`config.mk`:
```
export PLATFORM = sky130hd
export DESIGN_NAME = load_store_unit_flat
export DESIGN_NICKNAME = d
export VERILOG_FILES = /design/src/rtl/load_store_unit_if.sv /design/src/rtl/load_store_unit.sv /design/src/flat_wrapper.sv
export SDC_FILE = /design/constraint.sdc
export NUM_CORES = 1
export LEC_CHECK = 0
export BUFFER_PORTS_ARGS = -buffer_cell sky130_fd_sc_hd__buf_4
export CELL_PAD_IN_SITES_DETAIL_PLACEMENT = 1
export CELL_PAD_IN_SITES_GLOBAL_PLACEMENT = 1
export CORE_UTILIZATION = 38
export DETAILED_ROUTE_END_ITERATION = 8
export GPL_TIMING_DRIVEN = 1
export PLACE_DENSITY_LB_ADDON = 0.1
export SLEW_MARGIN = 30
export SYNTH_ARGS = -nofsm -noshare
export SYNTH_HDL_FRONTEND = slang
export SYNTH_SLANG_ARGS = --single-unit
```
`constraint.sdc`:
```
create_clock -name clk -period 4.1 [get_ports clk]
set_input_delay 1.23 -clock clk [delete_from_list [all_inputs] [get_ports clk]]
set_output_delay 1.23 -clock clk [all_outputs]
set_load 0.01 [all_outputs]
```
`src/rtl/load_store_unit_if.sv`:
```
// rtl/load_store_unit_if.sv - MEM-stage request/response and data-memory bus bundle for the load/store unit
//
// Signals:
//   req_valid/req_ready/req_we/req_funct3/req_addr/req_wdata : MEM-stage request handshake
//   rsp_valid/rsp_rdata/rsp_err                              : one-cycle completion pulse
//   mem_req/mem_we/mem_addr/mem_be/mem_wdata                 : memory request, held until mem_gnt
//   mem_gnt/mem_rvalid/mem_rdata                             : memory grant and read return
// Modports:
//   master : the load/store unit (drives rsp_* and mem_* requests)
//   slave  : the surrounding MEM stage plus data memory
interface load_store_unit_if #(
    parameter int ADDR_W = 9,
    parameter int DATA_W = 32
);
    logic              req_valid;
    logic              req_ready;
    logic              req_we;
    logic [2:0]        req_funct3;
    logic [ADDR_W-1:0] req_addr;
    logic [DATA_W-1:0] req_wdata;
    logic              rsp_valid;
    logic [DATA_W-1:0] rsp_rdata;
    logic              rsp_err;
    logic              mem_req;
    logic              mem_we;
    logic [ADDR_W-1:0] mem_addr;
    logic [3:0]        mem_be;
    logic [DATA_W-1:0] mem_wdata;
    logic              mem_gnt;
    logic              mem_rvalid;
    logic [DATA_W-1:0] mem_rdata;

    modport master (
        input  req_valid, req_we, req_funct3, req_addr, req_wdata,
        output req_ready, rsp_valid, rsp_rdata, rsp_err,
        output mem_req, mem_we, mem_addr, mem_be, mem_wdata,
        input  mem_gnt, mem_rvalid, mem_rdata
    );

    modport slave (
        output req_valid, req_we, req_funct3, req_addr, req_wdata,
        input  req_ready, rsp_valid, rsp_rdata, rsp_err,
        input  mem_req, mem_we, mem_addr, mem_be, mem_wdata,
        output mem_gnt, mem_rvalid, mem_rdata
    );
endinterface

```
`src/rtl/load_store_unit.sv`:
```
// rtl/load_store_unit.sv - data-memory initiator for RISC-V style LB/LH/LW/LBU/LHU/SB/SH/SW
//
// Ports:
//   clk   : rising-edge clock
//   reset : asynchronous, active-high reset
//   bus   : load_store_unit_if.master (MEM-stage request/response, memory request/grant/read)
// Build option:
//   MISALIGN_TRAP_EN : when defined, misaligned halfword/word accesses answer with rsp_err
//                      and never reach memory; otherwise the low address bits are ignored.
module load_store_unit #(
    parameter int ADDR_W      = 9,
    parameter int DATA_W      = 32,
    parameter int TIMEOUT_CYC = 15
) (
    input  logic                clk,
    input  logic                reset,
    load_store_unit_if.master   bus
);
    localparam int TW = $clog2(TIMEOUT_CYC + 1);
    localparam logic [TW-1:0] TIMER_LAST = TW'(TIMEOUT_CYC - 1);

    typedef enum logic [1:0] {IDLE, ISSUE, WAIT_R, RESP} state_t;

    state_t      state;
    logic [TW-1:0] timer;
    logic        we_q;
    logic [2:0]  f3_q;
    logic [1:0]  lane_q;

    logic              illegal;
    logic              misaligned;
    logic [3:0]        be_n;
    logic [DATA_W-1:0] wdata_n;

    // Stores have no unsigned forms, so any funct3 with bit 2 set is illegal for we=1.
    assign illegal = (bus.req_funct3 == 3'b011) || (bus.req_funct3 == 3'b110) ||
                     (bus.req_funct3 == 3'b111) || (bus.req_we && bus.req_funct3[2]);

`ifdef MISALIGN_TRAP_EN
    assign misaligned = ((bus.req_funct3[1:0] == 2'b01) && bus.req_addr[0]) ||
                        ((bus.req_funct3[1:0] == 2'b10) && (bus.req_addr[1:0] != 2'b00));
`else
    assign misaligned = 1'b0;
`endif

    always_comb begin
        be_n    = 4'b1111;
        wdata_n = bus.req_wdata;
        case (bus.req_funct3[1:0])
            2'b00: begin
                be_n    = 4'b0001 << bus.req_addr[1:0];
                wdata_n = {4{bus.req_wdata[7:0]}};
            end
            2'b01: begin
                be_n    = bus.req_addr[1] ? 4'b1100 : 4'b0011;
                wdata_n = {2{bus.req_wdata[15:0]}};
            end
            default: begin
                be_n    = 4'b1111;
                wdata_n = bus.req_wdata;
            end
        endcase
    end

    // funct3[2] selects zero-extension for LBU/LHU.
    function automatic logic [DATA_W-1:0] extract(input logic [2:0] f3, input logic [1:0] lane,
                                                  input logic [DATA_W-1:0] w);
        logic [7:0]  b;
        logic [15:0] h;
        b = w[{lane, 3'b000} +: 8];
        h = lane[1] ? w[31:16] : w[15:0];
        case (f3[1:0])
            2'b00:   extract = {{24{b[7] & ~f3[2]}}, b};
            2'b01:   extract = {{16{h[15] & ~f3[2]}}, h};
            default: extract = w;
        endcase
    endfunction

    always_ff @(posedge clk or posedge reset) begin
        if (reset) begin
            state         <= IDLE;
            timer         <= '0;
            we_q          <= 1'b0;
            f3_q          <= 3'b000;
            lane_q        <= 2'b00;
            bus.req_ready <= 1'b1;
            bus.rsp_valid <= 1'b0;
            bus.rsp_rdata <= '0;
            bus.rsp_err   <= 1'b0;
            bus.mem_req   <= 1'b0;
            bus.mem_we    <= 1'b0;
            bus.mem_addr  <= '0;
            bus.mem_be    <= 4'b0000;
            bus.mem_wdata <= '0;
        end else begin
            case (state)
                IDLE: begin
                    // Stray gnt/rvalid from an abandoned access land here and are ignored.
                    if (bus.req_valid) begin
                        we_q          <= bus.req_we;
                        f3_q          <= bus.req_funct3;
                        lane_q        <= bus.req_addr[1:0];
                        timer         <= '0;
                        bus.req_ready <= 1'b0;
                        if (illegal || misaligned) begin
                            state         <= RESP;
                            bus.rsp_valid <= 1'b1;
                            bus.rsp_err   <= 1'b1;
                            bus.rsp_rdata <= '0;
                        end else begin
                            state         <= ISSUE;
                            bus.mem_req   <= 1'b1;
                            bus.mem_we    <= bus.req_we;
                            bus.mem_addr  <= {bus.req_addr[ADDR_W-1:2], 2'b00};
                            bus.mem_be    <= be_n;
                            bus.mem_wdata <= wdata_n;
                        end
                    end
                end
                ISSUE: begin
                    if (bus.mem_gnt || timer == TIMER_LAST) begin
                        bus.mem_req   <= 1'b0;
                        bus.mem_we    <= 1'b0;
                        bus.mem_addr  <= '0;
                        bus.mem_be    <= 4'b0000;
                        bus.mem_wdata <= '0;
                        timer         <= '0;
                        if (bus.mem_gnt && !we_q) begin
                            state <= WAIT_R;
                        end else begin
                            state         <= RESP;
                            bus.rsp_valid <= 1'b1;
                            bus.rsp_err   <= !bus.mem_gnt;
                            bus.rsp_rdata <= '0;
                        end
                    end else begin
                        timer <= timer + 1'b1;
                    end
                end
                WAIT_R: begin
                    if (bus.mem_rvalid) begin
                        state         <= RESP;
                        bus.rsp_valid <= 1'b1;
                        bus.rsp_err   <= 1'b0;
                        bus.rsp_rdata <= extract(f3_q, lane_q, bus.mem_rdata);
                    end else if (timer == TIMER_LAST) begin
                        state         <= RESP;
                        bus.rsp_valid <= 1'b1;
                        bus.rsp_err   <= 1'b1;
                        bus.rsp_rdata <= '0;
                    end else begin
                        timer <= timer + 1'b1;
                    end
                end
                RESP: begin
                    state         <= IDLE;
                    bus.rsp_valid <= 1'b0;
                    bus.rsp_err   <= 1'b0;
                    bus.rsp_rdata <= '0;
                    bus.req_ready <= 1'b1;
                end
                default: state <= IDLE;
            endcase
        end
    end
endmodule
```
`src/flat_wrapper.sv`:
```
// flat-port wrapper written by rule: the top's interface ports become plain ports
module load_store_unit_flat 
#(
    parameter int ADDR_W      = 9,
    parameter int DATA_W      = 32,
    parameter int TIMEOUT_CYC = 15
)
  (clk, reset, bus_req_valid, bus_req_we, bus_req_funct3, bus_req_addr, bus_req_wdata, bus_req_ready, bus_rsp_valid, bus_rsp_rdata, bus_rsp_err, bus_mem_req, bus_mem_we, bus_mem_addr, bus_mem_be, bus_mem_wdata, bus_mem_gnt, bus_mem_rvalid, bus_mem_rdata);
  load_store_unit_if #(.ADDR_W(ADDR_W), .DATA_W(DATA_W)) bus_i ();
  input  logic clk;
  input  logic reset;
  input wire logic [$bits(bus_i.req_valid)-1:0] bus_req_valid;
  input wire logic [$bits(bus_i.req_we)-1:0] bus_req_we;
  input wire logic [$bits(bus_i.req_funct3)-1:0] bus_req_funct3;
  input wire logic [$bits(bus_i.req_addr)-1:0] bus_req_addr;
  input wire logic [$bits(bus_i.req_wdata)-1:0] bus_req_wdata;
  output wire logic [$bits(bus_i.req_ready)-1:0] bus_req_ready;
  output wire logic [$bits(bus_i.rsp_valid)-1:0] bus_rsp_valid;
  output wire logic [$bits(bus_i.rsp_rdata)-1:0] bus_rsp_rdata;
  output wire logic [$bits(bus_i.rsp_err)-1:0] bus_rsp_err;
  output wire logic [$bits(bus_i.mem_req)-1:0] bus_mem_req;
  output wire logic [$bits(bus_i.mem_we)-1:0] bus_mem_we;
  output wire logic [$bits(bus_i.mem_addr)-1:0] bus_mem_addr;
  output wire logic [$bits(bus_i.mem_be)-1:0] bus_mem_be;
  output wire logic [$bits(bus_i.mem_wdata)-1:0] bus_mem_wdata;
  input wire logic [$bits(bus_i.mem_gnt)-1:0] bus_mem_gnt;
  input wire logic [$bits(bus_i.mem_rvalid)-1:0] bus_mem_rvalid;
  input wire logic [$bits(bus_i.mem_rdata)-1:0] bus_mem_rdata;
  assign bus_i.req_valid = bus_req_valid;
  assign bus_i.req_we = bus_req_we;
  assign bus_i.req_funct3 = bus_req_funct3;
  assign bus_i.req_addr = bus_req_addr;
  assign bus_i.req_wdata = bus_req_wdata;
  assign bus_req_ready = bus_i.req_ready;
  assign bus_rsp_valid = bus_i.rsp_valid;
  assign bus_rsp_rdata = bus_i.rsp_rdata;
  assign bus_rsp_err = bus_i.rsp_err;
  assign bus_mem_req = bus_i.mem_req;
  assign bus_mem_we = bus_i.mem_we;
  assign bus_mem_addr = bus_i.mem_addr;
  assign bus_mem_be = bus_i.mem_be;
  assign bus_mem_wdata = bus_i.mem_wdata;
  assign bus_i.mem_gnt = bus_mem_gnt;
  assign bus_i.mem_rvalid = bus_mem_rvalid;
  assign bus_i.mem_rdata = bus_mem_rdata;
  load_store_unit #(.ADDR_W(ADDR_W), .DATA_W(DATA_W), .TIMEOUT_CYC(TIMEOUT_CYC)) u_core (.clk(clk), .reset(reset), .bus(bus_i));
endmodule
```
* Word-level counts from Yosys, hierarchy flattened
Index checks and enable logic that the tools add are counted.
** Storage, ports and cells
- Output and inout bits :: 82
- Input port bits :: 82
- Register bits after elaboration :: 94
- Word-level logic and storage cells :: 113
** Cells by class
- Reductions and logical operators :: 20
- Bitwise operators :: 3
- Shift operators :: 2
- Equality and inequality tests :: 17
- Muxes and demuxes :: 56
- $add $sub $neg :: 1
** Operators with widths (count)
- 2-to-1 mux 32 bit :: 9
- case mux 32 bit (2 select lines) :: 3
- case mux 32 bit (4 select lines) :: 1
- 2-to-1 mux 4 bit :: 8
- variable part select 32 x 6 -> 8 bit :: 1
- 2-to-1 mux 9 bit :: 3
- case mux 9 bit (2 select lines) :: 1
- 2-to-1 mux 1 bit :: 16
- 2-to-1 mux 16 bit :: 1
- case mux 4 bit (2 select lines) :: 2
- case mux 4 bit (3 select lines) :: 1
- 2-to-1 mux 2 bit :: 5
- != test 2 bit (second input constant) :: 5
- case mux 1 bit (4 select lines) :: 2
- case mux 2 bit (4 select lines) :: 1
- AND reduction 4 bit :: 2
- == test 2 x 1 -> 1 bit (second input constant) :: 3
- == test 3 bit (second input constant) :: 2
- logical NOT 2 bit :: 3
- case mux 1 bit (2 select lines) :: 3
- AND reduction 5 bit :: 1
- adder 4 x 1 -> 4 bit (second input constant) :: 1
- == test 2 bit (second input constant) :: 2
- == test 4 bit (second input constant) :: 1
- 13 further kinds :: 22

* Logic depth before layout (Yosys ltp)
- Depth after elaboration :: 7
- Gate-level depth with buffers :: 8
- Gate-level depth less buffers :: 6

* Worst setup path before layout
OpenSTA, ideal clock, no wires.
- Path kind :: input port to flip-flop
- Start point :: input bus_req_valid
- End point :: register u_core.bus.rsp_rdata[14]
- Data required time :: 3.975 ns
- Stages on the path :: 6
- Path buffers :: 2
- Arrival time :: 2.597 ns
- Setup slack :: 1.378 ns
- Library setup time :: 0.125 ns
- Cell sequence :: inv_1 -> o31a_1 -> or3_1 -> buf_2 -> buf_6 -> mux2_4
** On the way
- Word-level cells in the longest chain between the ends :: 2
** Ends and longest elaborated chain
- start: declaration :: RTL line flat_wrapper.sv:12 : input wire logic [$bits(bus_i.req_valid)-1:0] bus_req_valid;
- != test 2 bit (no line)
- AND reduction 5 bit (no line)
- end signal: assignment :: RTL line load_store_unit.sv:145 : bus.rsp_rdata <= extract(f3_q, lane_q, bus.mem_rdata);
- end: declaration :: RTL line load_store_unit_if.sv:35 : output req_ready, rsp_valid, rsp_rdata, rsp_err,
No other way between the ends.
A chain may end at the register's enable or synchronous reset.

* Final worst setup path
- Start point :: input bus_req_funct3[1]
- End point :: register u_core.bus.rsp_rdata[26]
** On the way
- Word-level cells in the longest chain between the ends :: 6
- Elaborated cells between the ends (all ways) :: 8
- Those cells by class :: eq/ne: 4; reduce/logical: 4
** Ends and longest elaborated chain
- start: declaration :: RTL line flat_wrapper.sv:14 : input wire logic [$bits(bus_i.req_funct3)-1:0] bus_req_funct3;
- == test 3 x 2 -> 1 bit or == test 3 bit (tied branches) :: RTL line load_store_unit.sv:36 : assign illegal = (bus.req_funct3 == 3'b011) || (bus.req_funct3 == 3'b110) ||
- logical OR 1 bit :: RTL line load_store_unit.sv:36
- logical OR 1 bit * :: RTL line load_store_unit.sv:36
- logical OR 1 bit * :: RTL line load_store_unit.sv:37 : (bus.req_funct3 == 3'b111) || (bus.req_we && bus.req_funct3[2]);
- != test 2 x 1 -> 1 bit (no line) *
- AND reduction 5 bit (no line) *
Mark *: on every way between the ends. The rest lies on a longest branch, timed or not.

==> impl_metrics.csv <==
group,metric,value,unit
run_status,outcome,"complete, no violations",
layout,syn2layout_area_growth,33.93,%
sta,slew_headroom,0.3810,
routing,vias,4230,
sta,tightestPinTransition,0.9284,ns
cts,worstSkewPairLatency,0.35,ns
floorplanning,die_area,0.01331,mm2
worst_setup_path,crit_slowest_cell,"or3_1",
placement,hpwl,10990,um
routing,routedWlPerCell,19.65,um
sta,fin_ws,1.334,ns
logic_synthesis,ys_seq_area_frac,0.4718,
logic_synthesis,ys_ff_latch,92,
layout,drive_above_1_share,0.3821,
grt,antenna_found_initial,0,
worst_setup_path,reg2reg_slack,1.54,ns
sta,setup_viol,0,
min_path,hold_path_end,"u_core.bus.mem_wdata[28]$_DFFE_PP0P_",
sta,period_share,0.6746,
routing,drtIter0Drc,291,
pwr,p_leak,3.194,nW
cts,cts.path.max_buffers,2,
floorplanning,die_y,115.4,um
placement,gp_congestion,0.8430,
worst_setup_path,cp_cell_sequence,"buf_4 -> a21oi_1 -> o31a_1 -> or3_1 -> buf_4 -> mux2_4",
worst_setup_path,cp-start-kind,"input port",
cts,ctsHoldBuffers,0,
sta,finalSetupTns,0,ns
logic_synthesis,synth_flop_cell,"dfrtp_1",
cts,cts_setup_buffers,0,
layout,diodes,0,
layout,most-common-layout-cells,"168 x buf_4, 91 x dfrtp_1, 45 x nor2_1, 40 x a21oi_1, 32 x mux2i_1",
grt,grt_max_degree,56,
logic_synthesis,yosys.cell_types.count,46,
cts,htreeDepth,3,
logic_synthesis,synth_area,0.004882,mm2
logic_synthesis,synth_cells,461,
sta,period_minus_slack,2.766,ns
min_path,worst_hold_startpoint,"u_core.bus.mem_wdata[28]$_DFFE_PP0P_",
floorplanning,core,0.01257,mm2
grt,grt_pass1_vias,4508,
sta,rsz0062_at_grt,"no",
logic_synthesis,avgSynthCellArea,10.59,um2
placement,dp_slack,0.9853,ns
cts,clk_pin_slew,0.06,ns
layout,nets,698,
sta,final_hold_viol_count,0,
routing,drc,0,
worst_setup_path,cp.arrival,3.00,ns
grt,overflow,0,
logic_synthesis,async_flop_share,1.000,
sta,slew_violations,0,
worst_setup_path,crit_path_frequent_cell,"buf_4",
job,cap_violations,0,
routing,ant_nets,0,
placement,portBuffers,161,
worst_setup_path,slowest_delay,0.37,ns
worst_setup_path,r2r-start,"u_core.state[0]$_DFFE_PP0P_",
worst_setup_path,worstPathRequired,4.33,ns
floorplanning,start_util,0.3885,
worst_setup_path,reg2regPathDepth,5,
floorplanning,ioPinCount,164,
worst_setup_path,critPathKind,"in2reg",
grt,grt_pass1_wl,24550,um
min_path,hold_depth,1,
cts,cts.repair.resized,0,
cts,clkSinkCount,92,
routing,routed_wl,15460,um
cts,cts_buffers,9,
logic_synthesis,synth_warnings,0,
layout,multiInputGateArea,0.002384,mm2
worst_setup_path,cp_max_fo,34,
layout,final_common_cell,"buf_4",
pwr,vdd.ir_drop.worst,0.0003020,V
floorplanning,row_count,41,
sta,fin_skew,0.009334,ns
routing,avgViaCountPerCell,5.375,
sta,fmax,0.3615,GHz
cts,clockRootBuffer,"clkbuf_16",
layout,seqCellArea,0.002303,mm2
worst_setup_path,crit_start,"bus_req_funct3[1]",
logic_synthesis,synth_edf_count,0,
worst_setup_path,worst_setup_path_end_kind,"register",
cts,cts_tree,"done",
worst_setup_path,r2r-end,"u_core.bus.mem_addr[6]$_DFFE_PP0P_",
routing,drtPass1Iterations,4,
grt,track_usage,0.2429,
layout,fillers,1404,
min_path,hp-class,"reg2reg",
pwr,p_per_area,728.1,mW/mm2
floorplanning,fp.dieW,115.4,um
==> how the worst max path moves through the flow <==
stage,endpoint,slack [ns],cells after the start
CTS,u_core.bus.mem_addr[6]$_DFFE_PP0P_,1.33,5
global route,u_core.bus.mem_wdata[24]$_DFFE_PP0P_,1.23,6
floorplan,u_core.bus.mem_addr[2]$_DFFE_PP0P_,0.48,1
finish,u_core.bus.rsp_rdata[26]$_DFFE_PP0P_,1.33,6
detailed placement,u_core.bus.mem_addr[8]$_DFFE_PP0P_,0.99,5
global placement,u_core.bus.rsp_rdata[17]$_DFFE_PP0P_,1.03,6
==> cell families (layout without fill, tap and decap cells) <==
family,Yosys count,count (layout),synth area share
mux,73,73,0.1725
compound gates,139,139,0.1958
buf+inv,47,200,0.04177
flops,92,92,0.4718
other cells,1,2,0.0007681
simple gates,103,103,0.1020
fa+ha+maj,6,6,0.01538
==> power breakdown <==
group | internal (mW) | switching [mW] | leakage [nW]
sequential | 1.28 | 0.320 | 1.22
clock | 0.465 | 0.375 | 0.149
combinational | 1.12 | 1.21 | 1.83
==> state kept, by name, indices dropped and copies added, names as in the netlist <==
register and cells:
u_core.bus.mem_wdata 32, u_core.bus.rsp_rdata 32, u_core.bus.mem_addr 7, u_core.bus.mem_be 4
u_core.timer 4, u_core.f3_q 3, u_core.lane_q 2, u_core.state 2
u_core.bus.mem_req 1, u_core.bus.mem_we 1, u_core.bus.req_ready 1, u_core.bus.rsp_err 1
u_core.bus.rsp_valid 1, u_core.we_q 1
==> through the flow <==
stage	hold slack [ns]	utilization	area (um2)	power, mW	cells
floorplan	0.4883	-	4886	2.983	462
global placement	0.4734	0.4962	6236	3.862	771
detailed placement	0.4752	0.4962	6236	3.936	771
CTS	0.5003	0.5199	6534	4.807	787
global route	0.5151	0.5203	6539	5.097	787
finish	0.4965	0.5203	6539	4.761	787
==> layer usage <==
| layer | GRT usage | vias to the layer above | part of all wire |
|---|---|---|---|
| met3 | 0.04428 | 23 | 0.058 |
| li1 | - | 1962 | - |
| met2 | 0.4076 | 126 | 0.49 |
| met5 | 0 | - | 0 |
| met4 | 0.09784 | 0 | 0.022 |
| met1 | 0.3090 | 2119 | 0.42 |
==> synth_stat cells (3+ instances only) <==
cell / n / area [um2]
nand2_1: 10 / 37.54
o221ai_1: 3 / 26.28
o2bb2ai_1: 29 / 254.0
a21oi_1: 40 / 200.2
o31ai_1: 28 / 210.2
nor2b_1: 23 / 143.9
dfrtp_1: 91 / 2277
inv_1: 15 / 56.30
or3_1: 4 / 25.02
buf_1: 5 / 18.77
clkbuf_1: 19 / 71.32
mux2i_1: 32 / 320.3
mux2_2: 27 / 304.0
nor2_1: 47 / 176.4
buf_2: 4 / 20.02
o21ai_0: 20 / 100.1
mux2_4: 13 / 195.2
nand2b_1: 9 / 56.30
ha_1: 6 / 75.07
==> worst max-delay path, delay by kind of cell <==
kind / cells / cell delay [ns]
AO/OA/AOI/OAI: 2 / 0.39
buffers and inverters: 2 / 0.62
multiplexers: 1 / 0.36
AND/OR/NAND/NOR: 1 / 0.37
==> layout make-up <==
| type | instances | area share |
|---|---|---|
| timing repair buffer | 169 | 0.1959 |
| clock buffer | 12 | 0.04076 |
| inverter | 15 | 0.008802 |
| sequential | 92 | 0.3523 |
| multi-input combinational | 323 | 0.3645 |
| tap | 172 | 0.03291 |
| clock inverter | 4 | 0.004784 |
Note: power is estimated with default switching activity, not from simulation.
